**config.mk**
```make
export PLATFORM = sky130hd
export DESIGN_NAME = steer_quad_encoder
export DESIGN_NICKNAME = d
export VERILOG_FILES = /design/src/rtl/steer_pkg.sv /design/src/rtl/steer_sync.sv /design/src/rtl/steer_quad_encoder.sv
export SDC_FILE = /design/constraint.sdc
export NUM_CORES = 1
export LEC_CHECK = 0
export ABC_CLOCK_PERIOD_IN_PS = 2940
export CAP_MARGIN = 10
export CORE_UTILIZATION = 30
export CTS_BUF_LIST = sky130_fd_sc_hd__clkbuf_4
export CTS_CLUSTER_SIZE = 14
export DETAILED_ROUTE_END_ITERATION = 16
export PLACE_DENSITY = 0.58
export SLEW_MARGIN = 20
export SYNTH_ARGS = -nofsm -noshare
export SYNTH_HDL_FRONTEND = slang
export SYNTH_SLANG_ARGS = --single-unit
export TNS_END_PERCENT = 30
```
**constraint.sdc**
```tcl
create_clock -name CLK -period 2.94 [get_ports CLK]
set_input_delay 0.588 -clock CLK [delete_from_list [all_inputs] [get_ports CLK]]
set_output_delay 0.588 -clock CLK [all_outputs]
set_load 0.005 [all_outputs]
```
**src/rtl/steer_pkg.sv**
```systemverilog
// steer_pkg: shared types and helpers for the quadrature steering encoder.
//   steer_state_t : FSM states (IDLE, RUN_R, RUN_L)
//   GRAY          : phase -> {A,B} quadrature code, indexed by 2-bit phase
//   quad_next     : advances the phase one step right (dir=1) or left (dir=0)
package steer_pkg;

    typedef enum logic [1:0] {
        IDLE  = 2'd0,
        RUN_R = 2'd1,
        RUN_L = 2'd2
    } steer_state_t;

    // GRAY[0]=00, GRAY[1]=01, GRAY[2]=11, GRAY[3]=10
    localparam logic [3:0][1:0] GRAY = {2'b10, 2'b11, 2'b01, 2'b00};

    function automatic logic [1:0] quad_next(input logic [1:0] phase, input logic dir);
        return dir ? (phase + 2'd1) : (phase - 2'd1);
    endfunction

endpackage

```
**src/rtl/steer_sync.sv**
```systemverilog
// steer_sync: generic 2-flop level synchronizer.
//   CLK     : destination clock
//   Reset_n : async active-low reset, both flops clear to 0
//   d       : asynchronous input level
//   q       : synchronized level, two CLK edges after d is first sampled
module steer_sync (
    input  logic CLK,
    input  logic Reset_n,
    input  logic d,
    output logic q
);

    logic meta;

    always_ff @(posedge CLK or negedge Reset_n) begin
        if (!Reset_n) begin
            meta <= 1'b0;
            q    <= 1'b0;
        end else begin
            meta <= d;
            q    <= meta;
        end
    end

endmodule

```
**src/rtl/steer_quad_encoder.sv**
```systemverilog
// steer_quad_encoder: turns left/right joystick levels into a continuous
// Gray-code quadrature step stream for the game core's SteerA/SteerB inputs.
//   CLK     : core clock (rising edge)
//   Reset_n : async active-low reset; deassertion expected synchronous to CLK
//   left    : steer-left request (asynchronous, synchronized internally)
//   right   : steer-right request (asynchronous, synchronized internally)
//   steer   : {A,B} quadrature pair, holds its value while idle
//   moving  : high while stepping in either direction
//   dir     : direction of the most recent step (1 = right)
// Build option: define STEER_ACCEL_EN to enable the hold-to-accelerate ramp
// (ACCEL_HOLD steps per speed level, up to MAX_LEVEL halvings of CLKDIV).
module steer_quad_encoder
    import steer_pkg::*;
#(
    parameter int CLKDIV     = 22500,
    parameter int ACCEL_HOLD = 8,
    parameter int MAX_LEVEL  = 2
) (
    input  logic       CLK,
    input  logic       Reset_n,
    input  logic       left,
    input  logic       right,
    output logic [1:0] steer,
    output logic       moving,
    output logic       dir
);

    localparam int DW = $clog2(CLKDIV);
    localparam int LW = (MAX_LEVEL > 0) ? $clog2(MAX_LEVEL + 1) : 1;

    logic          sl, sr;
    steer_state_t  state, ns;
    logic [DW-1:0] div;
    logic [DW-1:0] per_m1;
    logic [LW-1:0] level;
    logic [1:0]    phase, nphase;
    logic          entry, wrap, step, step_right;

    steer_sync u_sync_l (.CLK(CLK), .Reset_n(Reset_n), .d(left),  .q(sl));
    steer_sync u_sync_r (.CLK(CLK), .Reset_n(Reset_n), .d(right), .q(sr));

    always_comb begin
        ns = IDLE;
        if (sr && !sl)      ns = RUN_R;
        else if (sl && !sr) ns = RUN_L;
    end

    // Step period for the current speed level, never below one cycle.
    always_comb begin
        int p;
        p = CLKDIV >> level;
        if (p < 1) p = 1;
        per_m1 = DW'(p - 1);
    end

    // Entry covers IDLE->RUN_x and direct reversal; both fire a step at once
    // and restart the divider so the next step lands exactly P cycles later.
    assign entry      = (ns != state);
    assign wrap       = (state != IDLE) && !entry && (div == per_m1);
    assign step       = (entry && (ns != IDLE)) || wrap;
    assign step_right = (ns == RUN_R);
    assign nphase     = quad_next(phase, step_right);
    assign moving     = (state != IDLE);

    always_ff @(posedge CLK or negedge Reset_n) begin
        if (!Reset_n) begin
            state <= IDLE;
            div   <= '0;
            phase <= 2'd0;
            steer <= 2'b00;
            dir   <= 1'b1;
        end else begin
            state <= ns;
            if (entry || wrap || (state == IDLE)) div <= '0;
            else                                  div <= div + 1'b1;
            if (step) begin
                phase <= nphase;
                steer <= GRAY[nphase];
                dir   <= step_right;
            end
        end
    end

`ifdef STEER_ACCEL_EN
    localparam int HW = (ACCEL_HOLD > 1) ? $clog2(ACCEL_HOLD) : 1;

    logic [HW-1:0] hold;

    // Only divider wraps advance the ramp; the entry step restarts it, so the
    // first ACCEL_HOLD periods after any entry run at base rate. The level
    // changes on a wrap, so the new period applies to the very next count.
    always_ff @(posedge CLK or negedge Reset_n) begin
        if (!Reset_n) begin
            hold  <= '0;
            level <= '0;
        end else if (entry) begin
            hold  <= '0;
            level <= '0;
        end else if (wrap) begin
            if (hold == HW'(ACCEL_HOLD - 1)) begin
                hold <= '0;
                if (level != LW'(MAX_LEVEL)) level <= level + 1'b1;
            end else begin
                hold <= hold + 1'b1;
            end
        end
    end
`else
    assign level = '0;
`endif

endmodule

```
Word-level counts from Yosys, hierarchy flattened
Cells that the tools add are included.

word-level totals
  flip-flop bits (word level) = 26
  latch bits = 0
  bits in writable memories = 0
  bits in read-only memories = 0
  bits of input ports = 4
  output and inout bits = 4
  memories kept = 0

operators by class
  add/sub/neg operators = 3
  $mul = 0
  divide/modulo/power cells = 0
  $lt $le $gt $ge = 1
  equality and inequality tests = 3
  shift-type cells = 0
  multiplexer cells = 6
  bitwise gates (word level) = 0
  reductions and logical operators = 14

operators by type and width
  kind                                                  number
  adder 15 x 1 -> 15 bit (second input constant)        1
  equality test 15 bit (second input constant)          1
  2-to-1 mux 15 bit                                     1
  2-to-1 mux 2 bit                                      4
  logical AND 1 bit                                     5
  binary-select mux 2 bit (select 2 bit)                1
  nonzero test 2 bit                                    2
  zero test 1 bit                                       3
  logical OR 1 bit                                      3
  < comparator 2 x 3 -> 1 bit (second input constant)   1
  adder 2 x 1 -> 2 bit (second input constant)          1
  equality test 2 x 1 -> 1 bit (second input constant)  1
  zero test 2 bit                                       1
  inequality test 2 bit                                 1
  subtractor 2 x 1 -> 2 bit (second input constant)     1

Depth between registers and ports, before layout
Gate-level depths: netlist of the first run.

  depth in word-level cells = 11
  mapped depth = 7
  gate-level depth less buffers = 6

Hierarchy
Synthesis of the first run repeated with hierarchy kept, for this count alone.

second synthesis, totals
  cell total of the unflattened synthesis = 109
  area, all modules = 1204.9 µm²

by module, submodules not included
  module              times used  cells each  area an instance (µm²)  sequential area each (µm²)
  steer_quad_encoder  1           105         1104.8                  526.8
  steer_sync          2           2           50.0                    50.0

Least setup slack after synthesis of the first run
OpenSTA, ideal clock, no wires.

  path type = register to register
  from = register div[11]
  to = register div[10]
  setup time = 0.119 ns
  arrival = 1.776 ns
  data required time = 2.821 ns
  setup slack = 1.046 ns
  stages on the path, launching flop included = 6
  period minus slack after synthesis = 1.894 ns
  cells stage by stage = dfrtp_1 or4bb_2 or4_4 nand2_4 buf_8 nor2_1

on the way
  word-level cells in the longest chain between the ends = 5

ends and longest elaborated chain
  element                         RTL line                  text
  from (decl)                     steer_quad_encoder.sv:33  logic [DW-1:0] div;
  from (signal assigned)          steer_quad_encoder.sv:75  else div <= div + 1'b1;
  equality test 15 bit            steer_quad_encoder.sv:59  assign wrap = (state != IDLE) && !entry && (div == per_m1);
  logical AND 1 bit               steer_quad_encoder.sv:59
  logical OR 1 bit (2 in series)  steer_quad_encoder.sv:74  if (entry || wrap || (state == IDLE)) div <= '0;
  2-to-1 mux 15 bit               steer_quad_encoder.sv:74

Every way passes these cells.
A chain may end at the register's enable or synchronous reset.

Worst setup path after layout of the first run
  from = register state[1]
  to = output moving

on the way
  word-level cells in the longest chain between the ends = 1

ends and longest elaborated chain
  element                 RTL line                  text
  from (decl)             steer_quad_encoder.sv:32  steer_state_t state, ns;
  from (signal assigned)  steer_quad_encoder.sv:73  state <= ns;
  nonzero test 2 bit      steer_quad_encoder.sv:63  assign moving = (state != IDLE);
  to (decl)               steer_quad_encoder.sv:24  output logic moving,

Every way passes these cells.

==> impl.org, run 1 <==
** Final layout
- The finished cells cover 1346 µm².
- Most common library cell in the layout ignoring fill and taps :: sky130_fd_sc_hd__dfrtp_1
- The multi-input combinational cells in the finished layout cover a total of about 540 µm².
- The final layout contains 126 nets.
- Filler Cells Inserted :: 388
- The count of cells in the finished layout, fillers not included, comes to ~170.
- The repair_antennas step left the layout with diodes totalling 0.
- Commonest cells after routing, fill and taps aside :: sky130_fd_sc_hd__dfrtp_1, sky130_fd_sc_hd__nor2_1, sky130_fd_sc_hd__xnor2_1
- Registers take ~630 µm².
- In the final layout, the share of cells above drive strength 1 is 0.1441.
- Layout overhead on the synthesized area :: 12.08%

** Route
- In the routed design, unresolved DRC markers number 0.
- Top routing layer in use :: met4
- Wire segments on met2 add up to 1010 µm in the final route.
- The count of nets left with antenna violations once routing finished came out at 0.
- The first routing iteration left 18 violations.
- Routed length on met1 :: between 900 and 1000 µm
- For this block, the via count after detailed routing is 804.
- The pre-antenna-repair detailed-routing pass consisted of 4 iterations.
- WL/cell :: between 10 and 15 µm
- Routed length on met3 :: between 20 and 25 µm
- The final layout contains routed wiring with a total length of a little over 2000 µm.
- Using the TritonRoute via totals, the vias-per-cell ratio works out to 4.843.

** Timing
- Worst setup slack after layout :: 0.8731 ns
- Unrepaired setup endpoints after global routing :: false
- For the finished layout, the period the worst path requires is 2.067 ns.
- Hold violation total from the final report :: 0
- Crit share post-route :: 0.7030
- Measured against its own limit, the worst slew margin works out to 0.6127.
- Number of slew-limit violations in the final report :: 0
- Across the routed clock network, the largest skew measured is 0.003277 ns.
- Highest clock rate :: roughly 480 MHz
- Number of endpoints failing setup at the final stage :: 0
- Accumulated negative setup slack :: 0 ns
- Transition time at the pin with the least slew margin :: 0.5791 ns

** Global routing
- Total routing usage reported by global routing :: 0.1116
- The number of global-route vias before repair is between 800 and 900.
- Pin count of the biggest net entering global routing :: 15
- The initial antenna violation count was 0.
- For this run the aggregate overflow at the end of global routing stands at 0.
- The first global-routing pass estimated 3629 µm of wire.

** Critical path
- The worst setup path is launched from a flop.
- The worst setup path is of the flop to primary output kind.
- In this run the worst path has a maximum fanout of 4.
- The largest single stage delay on the critical path is 0.44 ns.
- Data arrives at the worst endpoint at 1.48 ns.
- Ordered list of cells on the worst path :: or2_2 > clkdlybuf4s50_1
- CP Depth :: 2
- STA puts the critical path data required time at 2.35 ns.
- For the worst flop-to-flop path, the logic depth is 4.
- STA classifies the critical path endpoint as a primary output.
- Critical path's slowest cell :: sky130_fd_sc_hd__clkdlybuf4s50_1
- In this run the register-to-register setup slack is between 0.9 and 1 ns.
- Counting both buffers and inverters, the worst setup path holds a total of 1.
- Family of cells with the greatest summed delay on the critical path :: buffers and inverters

** Die
- The floorplan has 22 rows.
- From bottom edge to top edge, the die measures 65.28 µm.
- Area enclosed by the die boundary :: 4261 µm²
- Floorplan Core Area :: 3744 µm²
- 8 I/O pins were placed.
- The die is 65.28 µm wide.
- For this configuration, the core starts out at a cell density of 0.3209.

** Pwr
- Across the VDD grid, the largest voltage drop is ~0.00021 V.
- Power spread over the standard cell area amounts to 500.3 nW/µm².
- Leakage power :: between 0.5 and 0.6 nW

** Clock tree
- Inserted Clock Buffers :: 3
- TritonCTS built the clock tree.
- TritonCTS sink count :: 25
- Clock tree synthesis selected as its root buffer the cell sky130_fd_sc_hd__clkbuf_4.
- Clock-pin slew was measured on the worst setup and hold paths at 0.13 ns.
- For the worst-skew pair, the clock arrives at the later sink with an insertion delay of 0.31 ns.
- The clock passes through at most 2 buffers.
- In this run, post-CTS repair resized a total of 0 instances.
- Count of buffers added by post-CTS timing repair for setup :: 0
- In this run the number of H-tree levels came out at 1.
- # hold bufs at CTS :: 0

** Synthesis
- A synthesized cell averages 11.12 µm².
- The cell area that synthesis handed to floorplanning was 1201 µm².
- Post-synthesis sequential area ratio :: 0.5219
- When the netlist entered floorplanning its net count stood at 115.
- Yosys warning count :: 0
- Flop and latch count out of synthesis :: 25
- After synthesis, the netlist uses 32 different library cells.
- In the synthesized netlist, the number of instances is 108.

** Hold path
- The worst hold path belongs to the class flop to flop.
- Counting instances, the worst hold path has a depth of 0.

** Outcome
- Result of the run :: completed

** Placed design
- RD Place Congestion :: 0.7479
- The count of buffers added on input and output ports is 7.
- Including well taps, the total number of placed cells is 162.
- Prior to clock tree synthesis, the placed netlist has a worst setup slack of 0.9859 ns.
- Once detailed placement completed, the half-perimeter wirelength came to between 1500 and 2000 µm.
- Cell area reported after detailed placement :: 1316 µm²

** Run
- Max-cap violation count :: 0
## layout make-up
class                           count  area share
Sequential cell                    25      0.4656
Multi-Input combinational cell     78      0.4015
Timing Repair Buffer                8     0.05762
Tap cell                           48     0.04461
Clock buffer                        4     0.02230
Inverter                            3    0.008364
## Yosys cell counts (all sizes together)
| cell type | instances | share of area |
|---|---|---|
| dfrtp | 24 | 0.50 |
| inv | 3 | 0.0094 |
| o31ai | 1 | 0.0063 |
| nand2 | 8 | 0.031 |
| and2 | 1 | 0.0052 |
| or3 | 1 | 0.0063 |
| mux2 | 2 | 0.019 |
| or2 | 1 | 0.0052 |
| or4b | 1 | 0.011 |
| or4 | 2 | 0.016 |
| nand3 | 6 | 0.025 |
| dfstp | 1 | 0.022 |
| or4bb | 1 | 0.010 |
| a211o | 1 | 0.0073 |
| o21ai | 1 | 0.0042 |
| nor4bb | 1 | 0.0083 |
| ha | 3 | 0.031 |
| xnor2 | 9 | 0.066 |
| nor2 | 14 | 0.044 |
| nand4 | 5 | 0.026 |
| nor4 | 3 | 0.028 |
| buf | 2 | 0.019 |
| a21oi | 4 | 0.017 |
| nor3 | 2 | 0.0083 |
| xor2 | 7 | 0.051 |
| a31o | 1 | 0.0073 |
| and3 | 3 | 0.017 |
## sequential cells by signal (all words and copies together), names as in the netlist
signal	cells
div	15
u_sync_r.meta	1
state	2
u_sync_l.meta	1
u_sync_l.q	1
dir	1
steer	2
phase	1
u_sync_r.q	1
## per-layer routing
metal	track usage	vias to the layer above
met4	0.05707	0
met3	0.01563	2
met5	0	-
met1	0.1413	399
met2	0.1843	6
li1	-	397
## worst paths after layout
check                        endpoint           from
max                            moving       state[1]
min                        u_sync_l.q  u_sync_l.meta
max reg2reg                    div[9]        div[11]
min reg2reg                u_sync_l.q  u_sync_l.meta
max in group asynchronous    state[0]        Reset_n
min in group asynchronous      div[5]        Reset_n
## stage by stage
step                 power, W  hold WS [ns]  utilization
floorplan           0.0004736        0.2924            -
global placement    0.0005197        0.3346       0.3516
detailed placement  0.0005231        0.3347       0.3516
CTS                 0.0006828        0.3654       0.3596
global route        0.0007139        0.3740       0.3596
finish              0.0006735        0.3629       0.3596
## cell families after synthesis
family | after synthesis | share of synthesized area
and+or+nand+nor | 49 | 0.2417
DFF | 25 | 0.5219
xor gates and xnor gates | 16 | 0.1167
AOI/OAI and AO/OA | 8 | 0.04167
buffers and inverters | 5 | 0.02812
adders and majority gates | 3 | 0.03125
muxes | 2 | 0.01875
## report_power, final
group / switching (W) / total [W] / internal [W]
registers: 0.0000227 / 0.000397 / 0.000374
logic: 0.0000465 / 0.000116 / 0.0000695
clock network: 0.0000985 / 0.000161 / 0.0000622
Power figures use the tool's default switching activity.
==> run 2, diff against run 1 <==
--- a/config.mk
+++ b/config.mk
@@ -5,13 +5,13 @@
 export SDC_FILE = /design/constraint.sdc
 export NUM_CORES = 1
 export LEC_CHECK = 0
-export ABC_CLOCK_PERIOD_IN_PS = 2940
+export ABC_CLOCK_PERIOD_IN_PS = 1850
 export CAP_MARGIN = 10
 export CORE_UTILIZATION = 30
 export CTS_BUF_LIST = sky130_fd_sc_hd__clkbuf_4
 export CTS_CLUSTER_SIZE = 14
 export DETAILED_ROUTE_END_ITERATION = 16
-export PLACE_DENSITY = 0.58
+export PLACE_DENSITY = 0.6
 export SLEW_MARGIN = 20
 export SYNTH_ARGS = -nofsm -noshare
 export SYNTH_HDL_FRONTEND = slang
==> constraint.sdc (replaced) <==
create_clock -name CLK -period 1.85 [get_ports CLK]
set_input_delay 0.37 -clock CLK [delete_from_list [all_inputs] [get_ports CLK]]
set_output_delay 0.37 -clock CLK [all_outputs]
set_load 0.005 [all_outputs]
==> impl.org, run 2 (synthesized netlist as in run 1, its figures left out) <==
** Pwr
- Power after layout :: 0.001082 W
- The worst-case IR drop observed on VDD is 0.0003541 V.
- Power per cell area :: 729.3 nW/µm²
- Leakage power :: around 0.63 nW

** Route
- Number of detailed-route iterations in the first pass :: 4
- For this block, the initial DRC count from the detailed router was 21.
- The detail route stage leaves a number of antenna-violating nets equal to 0.
- The routed layout has 876 vias.
- Dividing the detail-routed wire length by the instance count gives 11.66 µm.
- Summed over all layers, the routed wires come to 2110 µm.
- DRC violations left :: 0
- Using the TritonRoute via totals, the vias-per-cell ratio works out to roughly 4.8.

** Final layout
- After the flow finishes, the layout carries non-filler instances totaling 181.
- Layout cells sized above 1 :: 0.2481
- div holds more flip-flops than any other register.
- Leaving out fill and tap cells, the most frequent cells in the layout are sky130_fd_sc_hd__dfrtp_1, sky130_fd_sc_hd__buf_4, sky130_fd_sc_hd__nor2_1.
- Largest register FFs :: 15
- Layout overhead on the synthesized area :: 23.54%
- Most common library cell in the layout ignoring fill and taps :: sky130_fd_sc_hd__dfrtp_1
- The largest registers in the layout are div: 15 flops, state: 2 flops, steer: 2 flops.
- After the last flow step, the layout net total stands at 141.
- The repair_antennas step left the layout with diodes totalling 0.
- Filler Cells Inserted :: roughly 390

** Die
- The core region is 3744 µm².
- The initial utilization of the core area, before any placement, comes to 0.3209.
- Area enclosed by the die boundary :: 4261 µm²
- Io pins :: 8
- FP Rows :: 22
- Die Width :: about 65 µm
- Measured along the y axis, the die boundary spans ~65 µm.

** Placed design
- In this run, placement finished with an instance count of 174.
- Quantity of I/O buffers inserted on ports :: 7
- The HPWL after detailed placement is 1559 µm.
- RD Place Congestion :: between 0.7 and 0.8
- Before CTS, the worst setup slack after placement is between 0.02 and 0.025 ns.

** Global routing
- Pin count of the biggest net entering global routing :: 26
- Antenna violations before repair :: 0
- Vias in the first global route :: around 900
- GRT Residual Overflow :: 0
- Wire length of the first global-routing pass :: 3960 µm
- Total routing usage reported by global routing :: 0.1223

** Critical path
- Data arrival at the endpoint of the critical path :: 2.07 ns
- The worst setup path is of the flop to flop kind.
- In this design, the stage delay of the slowest critical-path cell is 0.58 ns.
- Critical path's slowest cell :: sky130_fd_sc_hd__or4_4
- STA classifies the critical path startpoint as a flop.
- Data required, critical path :: 2.08 ns
- The worst setup path is captured at a flop.
- Worst-path fanout max :: 2
- Ordered list of cells on the worst path :: or4b_4 > or4_4 > and3_4

** Timing
- Max transition margin :: 0.7253
- Min cycle time layout :: 1.839 ns
- Highest clock rate :: 543.7 MHz
- Across the routed clock network, the largest skew measured is just under 0.009 ns.
- Crit share post-route :: 0.9943
- Setup repair after global routing could not meet its margin everywhere.
- Setup slack on the critical path of the routed design comes to 0.01060 ns.
- The number of failing hold endpoints at the final stage came to 0.
- Worst-case hold slack :: 0.3665 ns
- Transition time at the pin with the least slew margin :: roughly 0.4 ns
- The total count of max-transition violations in the final report is 0.
- Setup violations remaining at the end of the flow were counted as 0.

** Run
- The tool flagged a number of max-cap violations equal to 0.

** Outcome
- The flow ran to the end, and the final reports show no timing, DRC or antenna violations.

** Clock tree
- Clock input transition at the sequential cells of the worst setup and hold paths :: 0.15 ns
- Clock tree synthesis selected as its root buffer the cell sky130_fd_sc_hd__clkbuf_4.
- Inserted Clock Buffers :: 3
- In this run the number of H-tree levels came out at 1.
- TritonCTS built the clock tree.
- Clock network latency to the later pin of the worst-skew pair :: 0.33 ns
- Max Root-Sink Buffers :: 2
- Counting every sink on the clock net gives 25.

** Hold path
- The path class of the tightest hold or removal check is flop to flop.
run 2: cell types whose count changed in the layout (fill, tap and decap cells not counted):
cell                              previous run  this run
sky130_fd_sc_hd__nand2_8                     0         1
sky130_fd_sc_hd__dlygate4sd2_1               0         1
sky130_fd_sc_hd__and3_4                      0         1
sky130_fd_sc_hd__clkbuf_4                    4         3
sky130_fd_sc_hd__buf_4                       1        16
sky130_fd_sc_hd__a21oi_1                     4         3
sky130_fd_sc_hd__and3_2                      1         0
sky130_fd_sc_hd__nand2_4                     1         0
sky130_fd_sc_hd__or4bb_4                     0         1
sky130_fd_sc_hd__clkdlybuf4s50_1             7         6
sky130_fd_sc_hd__or4bb_2                     1         0
sky130_fd_sc_hd__a21oi_4                     0         1
sky130_fd_sc_hd__clkinvlp_4                  0         1
run 2: report_power, final:
part           leakage (nW)  switching (W)  internal [W]  total, W
registers             0.326      0.0000338      0.000595  0.000628
clock network        0.0139       0.000173     0.0000828  0.000256
logic                 0.290      0.0000806      0.000117  0.000198
run 2: final timing paths:
check,start,endpoint,slack [ns],cells past startpoint
setup reg to reg,div[2],div[1],0.01,3
setup / recovery,div[2],div[1],0.01,3
hold reg to reg,u_sync_r.meta,u_sync_r.q,0.37,0
max in group asynchronous,Reset_n,dir,1.18,2
hold / removal,u_sync_r.meta,u_sync_r.q,0.37,0
min in group asynchronous,Reset_n,div[14],0.39,2
run 2: critical path: cells and delay by family (launching register included):
family / cells / cell delay, ns
flip-flops: 1 / 0.40
AND/OR/NAND/NOR: 3 / 1.35
run 2: routing by layer:
layer / track usage / up-vias / part of all wire
met2: 0.1959 / 8 / 0.47
met5: 0 / - / 0
met3: 0.01042 / 5 / 0.0081
met1: 0.1565 / 437 / 0.49
li1: - / 426 / -
met4: 0.08152 / 0 / 0.030
run 2: timing repair:
item	in CTS	in global routing
cloned	0	0
resized for setup	1	4
setup endpoints to repair	11	17
pin swaps	0	2
hold buffers	0	0
buffers inserted	2	1
run 2: cell type report:
cell class                      count  area (µm²)  share of cell area
Sequential cell                    25       626.9              0.4224
Timing Repair Buffer               23       188.9              0.1273
Inverter                            3       11.26            0.007589
Clock inverter                      1       7.507            0.005059
Multi-Input combinational cell     78       566.8              0.3820
Tap cell                           48       60.06             0.04047
Clock buffer                        3       22.52             0.01518
run 2: per-stage QoR:
stage,utilization,TNS [ns],cell area (µm²)
global route,0.3964,-0.1722,1484
detailed placement,0.3763,0,1409
floorplan,-,0,1204
finish,0.3964,0,1484
global placement,0.3763,0,1409
CTS,0.3880,-0.08010,1453
